[config.mk]
export PLATFORM = sky130hd
export DESIGN_NAME = hazard_ctrl
export DESIGN_NICKNAME = d
export VERILOG_FILES = /design/src/rtl/hazard_ctrl.sv
export SDC_FILE = /design/constraint.sdc
export NUM_CORES = 1
export LEC_CHECK = 0
export ABC_AREA = 1
export BUFFER_PORTS_ARGS = -buffer_cell sky130_fd_sc_hd__buf_4
export CORE_MARGIN = 2
export CORE_UTILIZATION = 30
export CTS_BUF_LIST = sky130_fd_sc_hd__clkbuf_8
export DETAILED_ROUTE_END_ITERATION = 7
export PLACE_DENSITY_LB_ADDON = 0.3
export SYNTH_ARGS = -nofsm -noshare
export SYNTH_HDL_FRONTEND = slang
export SYNTH_SLANG_ARGS = --single-unit
[constraint.sdc]
create_clock -name Clock -period 1.75 [get_ports Clock]
set_input_delay 0.35 -clock Clock [delete_from_list [all_inputs] [get_ports Clock]]
set_output_delay 0.35 -clock Clock [all_outputs]
set_load 0.02 [all_outputs]
[src/rtl/hazard_ctrl.sv]
// Pipeline hazard unit: operand forwarding selects, load-use and multi-cycle stalls, branch flush.
// Define HAZARD_CTRL_PERF_CNT_EN to build the saturating stall/flush performance counters.
module hazard_ctrl #(
  parameter int AW     = 5,
  parameter int NRD    = 2,
  parameter int MD_LAT = 4,
  parameter int CW     = 16
) (
  input  logic              Clock,
  input  logic              Resetn,
  input  logic [NRD*AW-1:0] id_src,
  input  logic [NRD-1:0]    id_src_use,
  input  logic              id_branch_taken,
  input  logic              id_md_start,
  input  logic [AW-1:0]     exe_rn,
  input  logic              exe_wreg,
  input  logic              exe_m2reg,
  input  logic [AW-1:0]     mem_rn,
  input  logic              mem_wreg,
  input  logic              mem_m2reg,
  output logic              stall,
  output logic              pc_write,
  output logic              ifid_write,
  output logic              if_flush,
  output logic [NRD*2-1:0]  fwd,
  output logic              md_busy,
  output logic [CW-1:0]     stall_cnt,
  output logic [CW-1:0]     flush_cnt
);

  localparam int MW = $clog2(MD_LAT);

  logic [MW-1:0] r_mdCnt;
  logic          w_loadUse;
  logic [AW-1:0] w_src;

  // An EXE load cannot be forwarded yet, so it falls through to the MEM check and raises load-use.
  always_comb begin
    w_loadUse = 1'b0;
    fwd       = '0;
    w_src     = '0;
    for (int k = 0; k < NRD; k++) begin
      w_src = id_src[k*AW +: AW];
      if (id_src_use[k] && (w_src != '0)) begin
        if (exe_wreg && exe_m2reg && (exe_rn == w_src)) begin
          w_loadUse = 1'b1;
        end
        if (exe_wreg && !exe_m2reg && (exe_rn == w_src)) begin
          fwd[2*k +: 2] = 2'b01;
        end else if (mem_wreg && (mem_rn == w_src)) begin
          fwd[2*k +: 2] = mem_m2reg ? 2'b11 : 2'b10;
        end
      end
    end
  end

  assign md_busy    = (r_mdCnt != '0);
  assign stall      = w_loadUse | md_busy;
  assign pc_write   = ~stall;
  assign ifid_write = ~stall;
  assign if_flush   = id_branch_taken & ~stall;

  // A start held off by a stall is re-presented by the frozen ID stage and taken once stall drops.
  always_ff @(posedge Clock) begin
    if (!Resetn) begin
      r_mdCnt <= '0;
    end else if (id_md_start && !stall) begin
      r_mdCnt <= MW'(MD_LAT - 1);
    end else if (r_mdCnt != '0) begin
      r_mdCnt <= r_mdCnt - MW'(1);
    end
  end

`ifdef HAZARD_CTRL_PERF_CNT_EN
  logic [CW-1:0] r_stallCnt;
  logic [CW-1:0] r_flushCnt;

  always_ff @(posedge Clock) begin
    if (!Resetn) begin
      r_stallCnt <= '0;
      r_flushCnt <= '0;
    end else begin
      if (stall && (r_stallCnt != '1)) begin
        r_stallCnt <= r_stallCnt + CW'(1);
      end
      if (if_flush && (r_flushCnt != '1)) begin
        r_flushCnt <= r_flushCnt + CW'(1);
      end
    end
  end

  assign stall_cnt = r_stallCnt;
  assign flush_cnt = r_flushCnt;
`else
  assign stall_cnt = '0;
  assign flush_cnt = '0;
`endif

endmodule

Word-level counts from Yosys, hierarchy flattened
Cells that the tools add are included.

cells by class
  add/subtract/negate cells = 1
  multipliers = 0
  divide/modulo/power cells = 0
  magnitude comparators = 0
  equality and inequality tests = 4
  shifts and indexed selects = 0
  mux-type cells = 13
  bitwise gates (word level) = 3
  reduce and logical (&&, ||, !) cells = 17

operators with widths
  operator                                           count
  equality test 5 bit                                4
  2-to-1 mux 2 bit                                   8
  logical AND 1 bit                                  11
  nonzero test 5 bit                                 2
  2-to-1 mux 1 bit                                   5
  nonzero test 2 bit                                 2
  zero test 1 bit                                    2
  subtractor 2 x 1 -> 2 bit (second input constant)  1
  AND 1 bit                                          1
  NOT 1 bit                                          1
  OR 1 bit                                           1

storage, ports and cells
  register bits = 2
  bits in latches = 0
  memory bits (writable) = 0
  bits in read-only memories = 0
  input port bits = 30
  output and inout bits = 41
  word-level logic and storage cells = 39
  memories kept = 0

Logic depth before layout (Yosys ltp)
Gate-level depths: netlist of the first run.

  depth after elaboration = 10
  gate-level depth with buffers = 12
  gate-level depth less buffers = 12

Worst setup path before layout of the first run
Ideal clock, no wire load.

  kind = input to output
  start point = input port id_src[1]
  end point = output port pc_write
  arrival = 1399 ps
  data required time = 1400 ps
  path slack = 1 ps
  stages on the path = 11
  path buffers = 1
  cells stage by stage = inv_1 > nand2_1 > nand2_1 > nand2_1 > nor2_1 > nand3_1 > nand2_1 > nand2_2 > nand2_1 > inv_1 > buf_4

between the ends
  cells in the longest elaborated chain, start to end = 8
  elaborated cells between the ends (all ways) = 10
  classes of those cells = 1 x eq/ne; 4 x mux; 2 x bitwise; 3 x reduce/logical

RTL lines
  what                 line  text
  from (decl)          11    input logic [NRD*AW-1:0] id_src,
  equality test 5 bit  45    if (exe_wreg && exe_m2reg && (exe_rn == w_src)) begin
  logical AND 1 bit    45
  2-to-1 mux 1 bit     45
  2-to-1 mux 1 bit *   44    if (id_src_use[k] && (w_src != '0)) begin
  2-to-1 mux 1 bit     45
  2-to-1 mux 1 bit *   44
  OR 1 bit *           58    assign stall = w_loadUse | md_busy;
  via stall            21    output logic stall,
  NOT 1 bit *          -
  to (decl)            22    output logic pc_write,

The timed path passes the listed nets; every way through them passes the cells marked *.

Worst setup path in the final report of the first run
  start point = input port id_src[4]
  end point = output port fwd[0]

between the ends
  cells in the longest elaborated chain, start to end = 5
  elaborated cells between the ends (all ways) = 9
  classes of those cells = 2 x eq/ne; 3 x mux; 4 x reduce/logical

RTL lines
  what                 line  text
  equality test 5 bit  50    end else if (mem_wreg && (mem_rn == w_src)) begin
  logical AND 1 bit    50
  2-to-1 mux 2 bit     50
  2-to-1 mux 2 bit     48    if (exe_wreg && !exe_m2reg && (exe_rn == w_src)) begin
  2-to-1 mux 2 bit *   44
  to (decl)            25    output logic [NRD*2-1:0] fwd,

Mark *: on every way between the ends. The rest lies on a longest branch, timed or not.

==> flow_summary.toml, run 1 <==
[routing]
route.met2.wl_um = 919
vias_per_cell = 4.05
drt_wl_total_um = 1710
wire_per_inst_um = 8.80
drt_first_pass_iters = 4
drt_iter0_markers = 6
dr_total_vias = 785
drc = 0
drtAntennaViolNets = 0
wl_met3_um = 176
wl_met1_um = 598
routed.top_layer = "met4"

[cells_and_area]
reg_top3 = "r_mdCnt: 2 flops"
fillerInstances = 272
seq_area_sq_um = 40.0
multi_input_area_sq_um = 573
drive_gt1_share_pct = 40.2
diodes = 0
regMostFlops = "r_mdCnt"
fin_nets = 197
largest_reg_flops = 2
final_core_util_pct = 44.3
area_growth_pct = 42.8

[logic_synthesis]
synth-edff-count = 0
ys_ff_latch = 2
yosysTopAreaCell = "buf_4"
synth.most_common_cell = "buf_4"
synth_common_cells = "33 x buf_4, 18 x inv_1, 18 x nand2_1, 12 x nor2_1, 11 x xor2_1"
synth_warnings = 0
synthesis.instances = 124
postSynth.asyncResetShare_pct = 0
yosys_most_used_dff = "dfxtp_1"
ys_seq_area_share_pct = 5.31
synth.area.top_cells = "buf_4 33%, xor2_1 13%, inv_1 9.0%"
syn_avg_cell_area_sq_um = 6.08
synth_top_area_share_pct = 32.8
yosys.cell_types.count = 20
syn_area_sq_um = 754

[setup_path]
cp_common_cell = "nand2_1"
cp_data_required_time_ns = 1.40
cp_top_family = "simple AND/OR/NAND/NOR gates"
cpMaxStageDelayCell = "nor3_2"
startpoint_type = "input port"
crit_arrival_ns = 1.37
path_cells = "buf_4, xor2_1, nor2_1, nand2_1, nor3_2, nand2_1, o21ai_2, buf_6"
slowest_delay_ns = 0.20
ff2ff_setup_slack_ns = 0.65
cp_max_fo = 3
critical_path_class = "input port to output pin"
end_kind = "output pin"
worstPathBufferInverterCount = 2

[clock_tree]
clk_path_buf_depth = 2
cts_tree = "yes"
htree_num_levels = 1
cts_root_buf = "clkbuf_8"
cts.sinks = 2
clock_latency_ns = 0.21
numCtsBuffers = 3
ctsHoldBuffers = 0
clk_pin_slew_ns = 0.03

[power]
p_leak_nw = 0.613
pwr-share-seq_pct = 9.5
p_total_mw = 0.840
p_clk_share_pct = 21.4
p_switching_mw = 0.390
p_int_mw = 0.450
cellPowerDensity_nw_per_um2 = 780
combPwrFrac_pct = 69.2
swShare_pct = 46.5
ir_drop_mv = 0.621

[die]
row_count = 18
io_pins = 71
die_h_um = 54.2
die_area_sq_um = 2930
dieWidth_um = 54.2
initial_utilization_pct = 31.0
core_area_sq_um = 2430

[hold_path]
hp-class = "input port to register"

[timing]
finalMaxSlewViolations = 0
fin_worst_skew_ns = 0.00219
rsz0062_at_grt = "true"
setup_tns_ns = 0
fmax_mhz = 582
fin_crit_ns = 1.72
setup-violations-final = 0
hold_viol = 0
timing.final.ws_setup_ns = 0.0312
finalCritPeriodShare_pct = 98.2

[grt]
grt_usage_pct = 11.8
grt_max_degree = 7
grt_pass1_vias = 687
grt_pass1_wl_um = 2600
grt.overflow.total = 0
antenna_found_initial = 0

[placement]
io_buffer_count = 38
hpwl_um = 1530
place_ws_ns = -0.0200
gp_congestion = 0.768

[run]
drv_cap = 0

[run_status]
status = "finished clean"
## layout by cell type (no fill, tap or decap)
master,netlist,final
buf_4,33,34
inv_4,0,1
nor2_2,0,5
nand2_2,1,3
or2_2,2,2
inv_1,18,12
conb_1,1,32
nor3_2,0,3
xnor2_2,0,2
nand3_1,8,8
a211oi_1,1,1
nor2_1,12,7
o21ai_1,0,1
xnor2_1,4,2
nand2_1,18,16
xor2_1,11,11
o2111ai_2,0,1
inv_2,0,5
nand3_2,1,1
o21ai_2,0,1
nor3_1,4,1
ha_1,1,1
a21boi_0,1,1
clkbuf_8,0,3
buf_8,0,1
a21oi_1,2,2
dfxtp_1,2,2
o22ai_1,1,1
buf_6,0,4
## layer usage
layer	up-vias	global-route usage, %
li1	396	-
met4	0	3.75
met5	-	0
met1	344	11.4
met3	2	2.22
met2	43	24.1
## worst paths after layout
check,start,endpoint,depth (start not counted)
worst min-delay path,Resetn,r_mdCnt[1]$_SDFFE_PN0P_,3
worst max-delay path,id_src[4],fwd[0],8
worst min register to register,r_mdCnt[1]$_SDFFE_PN0P_,r_mdCnt[1]$_SDFFE_PN0P_,4
worst max register to register,r_mdCnt[0]$_SDFFE_PN0P_,r_mdCnt[1]$_SDFFE_PN0P_,6
## power groups by stage
stage | Clock [mW] | Sequential, mW | Combinational [mW]
2_1_floorplan | 0 | 0.0771 | 0.421
3_3_place_gp | 0 | 0.0785 | 0.535
6_report | 0.179 | 0.0797 | 0.581
5_1_grt | 0.188 | 0.0802 | 0.651
4_1_cts | 0.184 | 0.0800 | 0.556
3_5_place_dp | 0 | 0.0805 | 0.551
## worst reg2reg max path, delay by kind of cell, from the launching register on
kind / cells / cell delay (ns)
DFF: 1 / 0.34
adders and majority gates: 1 / 0.28
buffers and inverters: 1 / 0.05
and+or+nand+nor: 4 / 0.31
## what timing repair did
action,CTS,global route
pin swaps,0,7
endpoints found under the setup margin,2,8
setup buffers,0,1
gates resized for setup,2,27
## layout make-up
type | count | share of cell area [%]
Clock buffer | 3 | 3.83
Timing Repair Buffer | 39 | 29.3
Inverter | 18 | 6.50
Sequential cell | 2 | 3.72
Multi-Input combinational cell | 102 | 53.2
Tap cell | 30 | 3.48
## cell families after synthesis
group | count (synthesis) | synth area share (%)
xor gates and xnor gates | 15 | 17.4
other | 1 | 0.497
AOI/OAI and AO/OA | 8 | 6.64
adders and majority gates | 1 | 1.66
buffers and inverters | 51 | 41.8
and+or+nand+nor | 46 | 26.7
DFF | 2 | 5.31
## through the flow
stage | cell area (sq um) | instances | hold slack, ns
finish | 1080 | 194 | 0.379
global route | 1080 | 194 | 0.400
CTS | 997 | 193 | 0.381
detailed placement | 946 | 190 | 0.574
global placement | 946 | 190 | 0.541
floorplan | 871 | 155 | 0.471
(Power assumes the default switching activity.)
==> inputs of run 2 (changes only) <==
- ABC_AREA: 1 -> unset
==> run 2 against run 1 <==
Compared with the run above:
- the run now ends with negative setup slack left
- sequential power is 22% lower
- cell area rose by 17%
- count of clock-buffer cells in the layout unchanged
- setup slack lost 0.33 ns
- fmax decreased by 16%
- register-to-register slack got worse by 0.17 ns
- sequential share of layout area is 0.53 points lower
- worst hold slack improved by 0.010 ns
- first-iteration DRC count up 33%
- routed wire length rose by 12%
- non-clock buffer count grew 21
- global-route usage grew 2.0 points
==> flow_summary.toml, run 2 <==
[routing]
vias_per_cell = 4.11
drc = 0
drtAntennaViolNets = 0
wire_per_inst_um = 10.2
drt_first_pass_iters = 4
drt_wl_total_um = 1920
dr_total_vias = 769
drt_iter0_markers = 8

[timing]
fmax_mhz = 489
rsz0062_at_grt = "true"
fin_crit_ns = 2.05
setup-violations-final = 8
finalMaxSlewViolations = 0
timing.final.ws_setup_ns = -0.296
fin_worst_skew_ns = 0.00272
finalCritPeriodShare_pct = 117
hold_viol = 0

[clock_tree]
cts_root_buf = "clkbuf_8"
clock_latency_ns = 0.21
clk_path_buf_depth = 2
numCtsBuffers = 3
clk_pin_slew_ns = 0.03
htree_num_levels = 1
cts_tree = "yes"
cts.sinks = 2

[cells_and_area]
diodes = 0
instances_no_fill = 187
stdcell_area_sq_um = 1260
regMostFlops = "r_mdCnt"
drive_gt1_share_pct = 49.7
layout_common_cells = "49 x buf_4, 32 x conb_1, 11 x buf_6"
fin_nets = 192
largest_reg_flops = 2
final_core_util_pct = 55.7
area_growth_pct = 72.2
final_common_cell = "buf_4"
reg_top3 = "r_mdCnt: 2 flops"

[hold_path]
hp-class = "input port to register"

[logic_synthesis]
synth.area.top_cells = "buf_4 34%, xnor2_1 13%, xor2_1 11%"
synth.most_common_cell = "buf_4"
ys_ff_latch = 2
yosys_most_used_dff = "dfxtp_1"
syn_avg_cell_area_sq_um = 7.44
synth_warnings = 0
synth_common_cells = "33 x buf_4, 11 x xnor2_1, 9 x xor2_1, 6 x inv_1, 6 x nand2_1"
yosys.cell_types.count = 28
synth_top_area_share_pct = 34.0
synthesis.instances = 98
synth-edff-count = 0
yosysTopAreaCell = "buf_4"
ys_seq_area_share_pct = 5.49
postSynth.asyncResetShare_pct = 0
syn_area_sq_um = 729

[grt]
grt_pass1_wl_um = 2790
grt_pass1_vias = 689
grt.overflow.total = 0
grt_max_degree = 7
grt_usage_pct = 13.8
antenna_found_initial = 0

[die]
core_area_sq_um = 2250
initial_utilization_pct = 32.4
dieWidth_um = 53.3
io_pins = 71
row_count = 17
die_h_um = 53.3
die_area_sq_um = 2840

[run]
drv_cap = 0

[run_status]
violations = "negative setup slack"
status = "complete, but fails checks"

[power]
ir_drop_mv = 0.527
p_leak_nw = 0.654
cellPowerDensity_nw_per_um2 = 534

[setup_path]
cp_data_required_time_ns = 1.40
end_kind = "output pin"
cp_max_fo = 3
critical_path_class = "input port to output pin"
startpoint_type = "input port"
crit_arrival_ns = 1.70

[placement]
io_buffer_count = 38
gp_congestion = 0.697
dpl_cell_area_sq_um = 1090
dp.cells = 182
hpwl_um = 1590
==> run 2: cell count changes in the layout (fill, tap and decap cells not counted), moves of 3 or more <==
cell     before  now
buf_4        34   49
nand2_1      16    6
xnor2_1       2   10
buf_6         4   11
inv_1        12    6
nand3_1       8    2
inv_2         5    0
nor2_1        7    2
nor2_2        5    0
nand2_2       3    0
==> run 2: worst max-delay path, stage by stage <==
cell and delay, ns:
buf_6 0.09, or4_4 0.54, o21ai_4 0.15, nand3b_4 0.15
and2_4 0.16, o211a_1 0.15, buf_6 0.11
==> run 2: cell families after synthesis <==
family          count (synthesis)  synth area share (%)
buf+inv                        39                  37.0
simple gates                   23                  18.2
xor+xnor                       20                  24.0
compound gates                 12                  13.0
flops                           2                  5.49
fa+ha+maj                       1                  1.71
other cells                     1                 0.514
==> run 2: worst paths after layout <==
path | to | cells after the start | slack (ns) | start
setup / recovery | if_flush | 7 | -0.30 | id_src[6]
hold / removal | r_mdCnt[1]$_SDFFE_PN0P_ | 3 | 0.39 | Resetn
setup reg to reg | r_mdCnt[0]$_SDFFE_PN0P_ | 5 | 0.48 | r_mdCnt[0]$_SDFFE_PN0P_
hold reg to reg | r_mdCnt[0]$_SDFFE_PN0P_ | 1 | 0.48 | r_mdCnt[0]$_SDFFE_PN0P_
==> run 2: layout make-up <==
type	count	area (sq um)
well taps	28	35.0
fillers	224	998
clock buffers	3	41.3
inverters	6	22.5
flip-flops and latches	2	40.0
repair buffers	60	492
multi-input cells	88	626
==> run 2: per-stage QoR <==
step                      setup WS (ns)  TNS [ns]  hold WS (ns)  power [mW]
after global routing             -0.348     -2.35         0.402       0.714
final                            -0.296     -1.91         0.390       0.671
after detailed placement         -0.354     -2.50         0.479       0.447
after floorplan                  -0.214    -0.676         0.449       0.346
after CTS                        -0.282     -1.71         0.386       0.664
after global placement           -0.319     -2.23         0.455       0.439
==> run 2: per-layer routing <==
metal | global-route usage [%] | part of all wire [%] | vias to the layer above
li1 | - | - | 385
met2 | 28.4 | 58 | 44
met5 | 0 | 0 | -
met3 | 2.82 | 10 | 2
met4 | 3.85 | 0.52 | 0
met1 | 13.2 | 32 | 338
==> run 2: timing repair <==
item / 4_1_cts / 5_1_grt
pin swaps: 9 / 3
endpoints found under the setup margin: 8 / 10
gates resized for setup: 18 / 6
buffers inserted: 1 / 1
hold buffers: 0 / 0
==> run 2: where the power goes <==
group          switching, mW  internal, mW
clock                 0.0343         0.145
sequential           0.00639        0.0558
combinational          0.224         0.205
total                  0.265         0.406
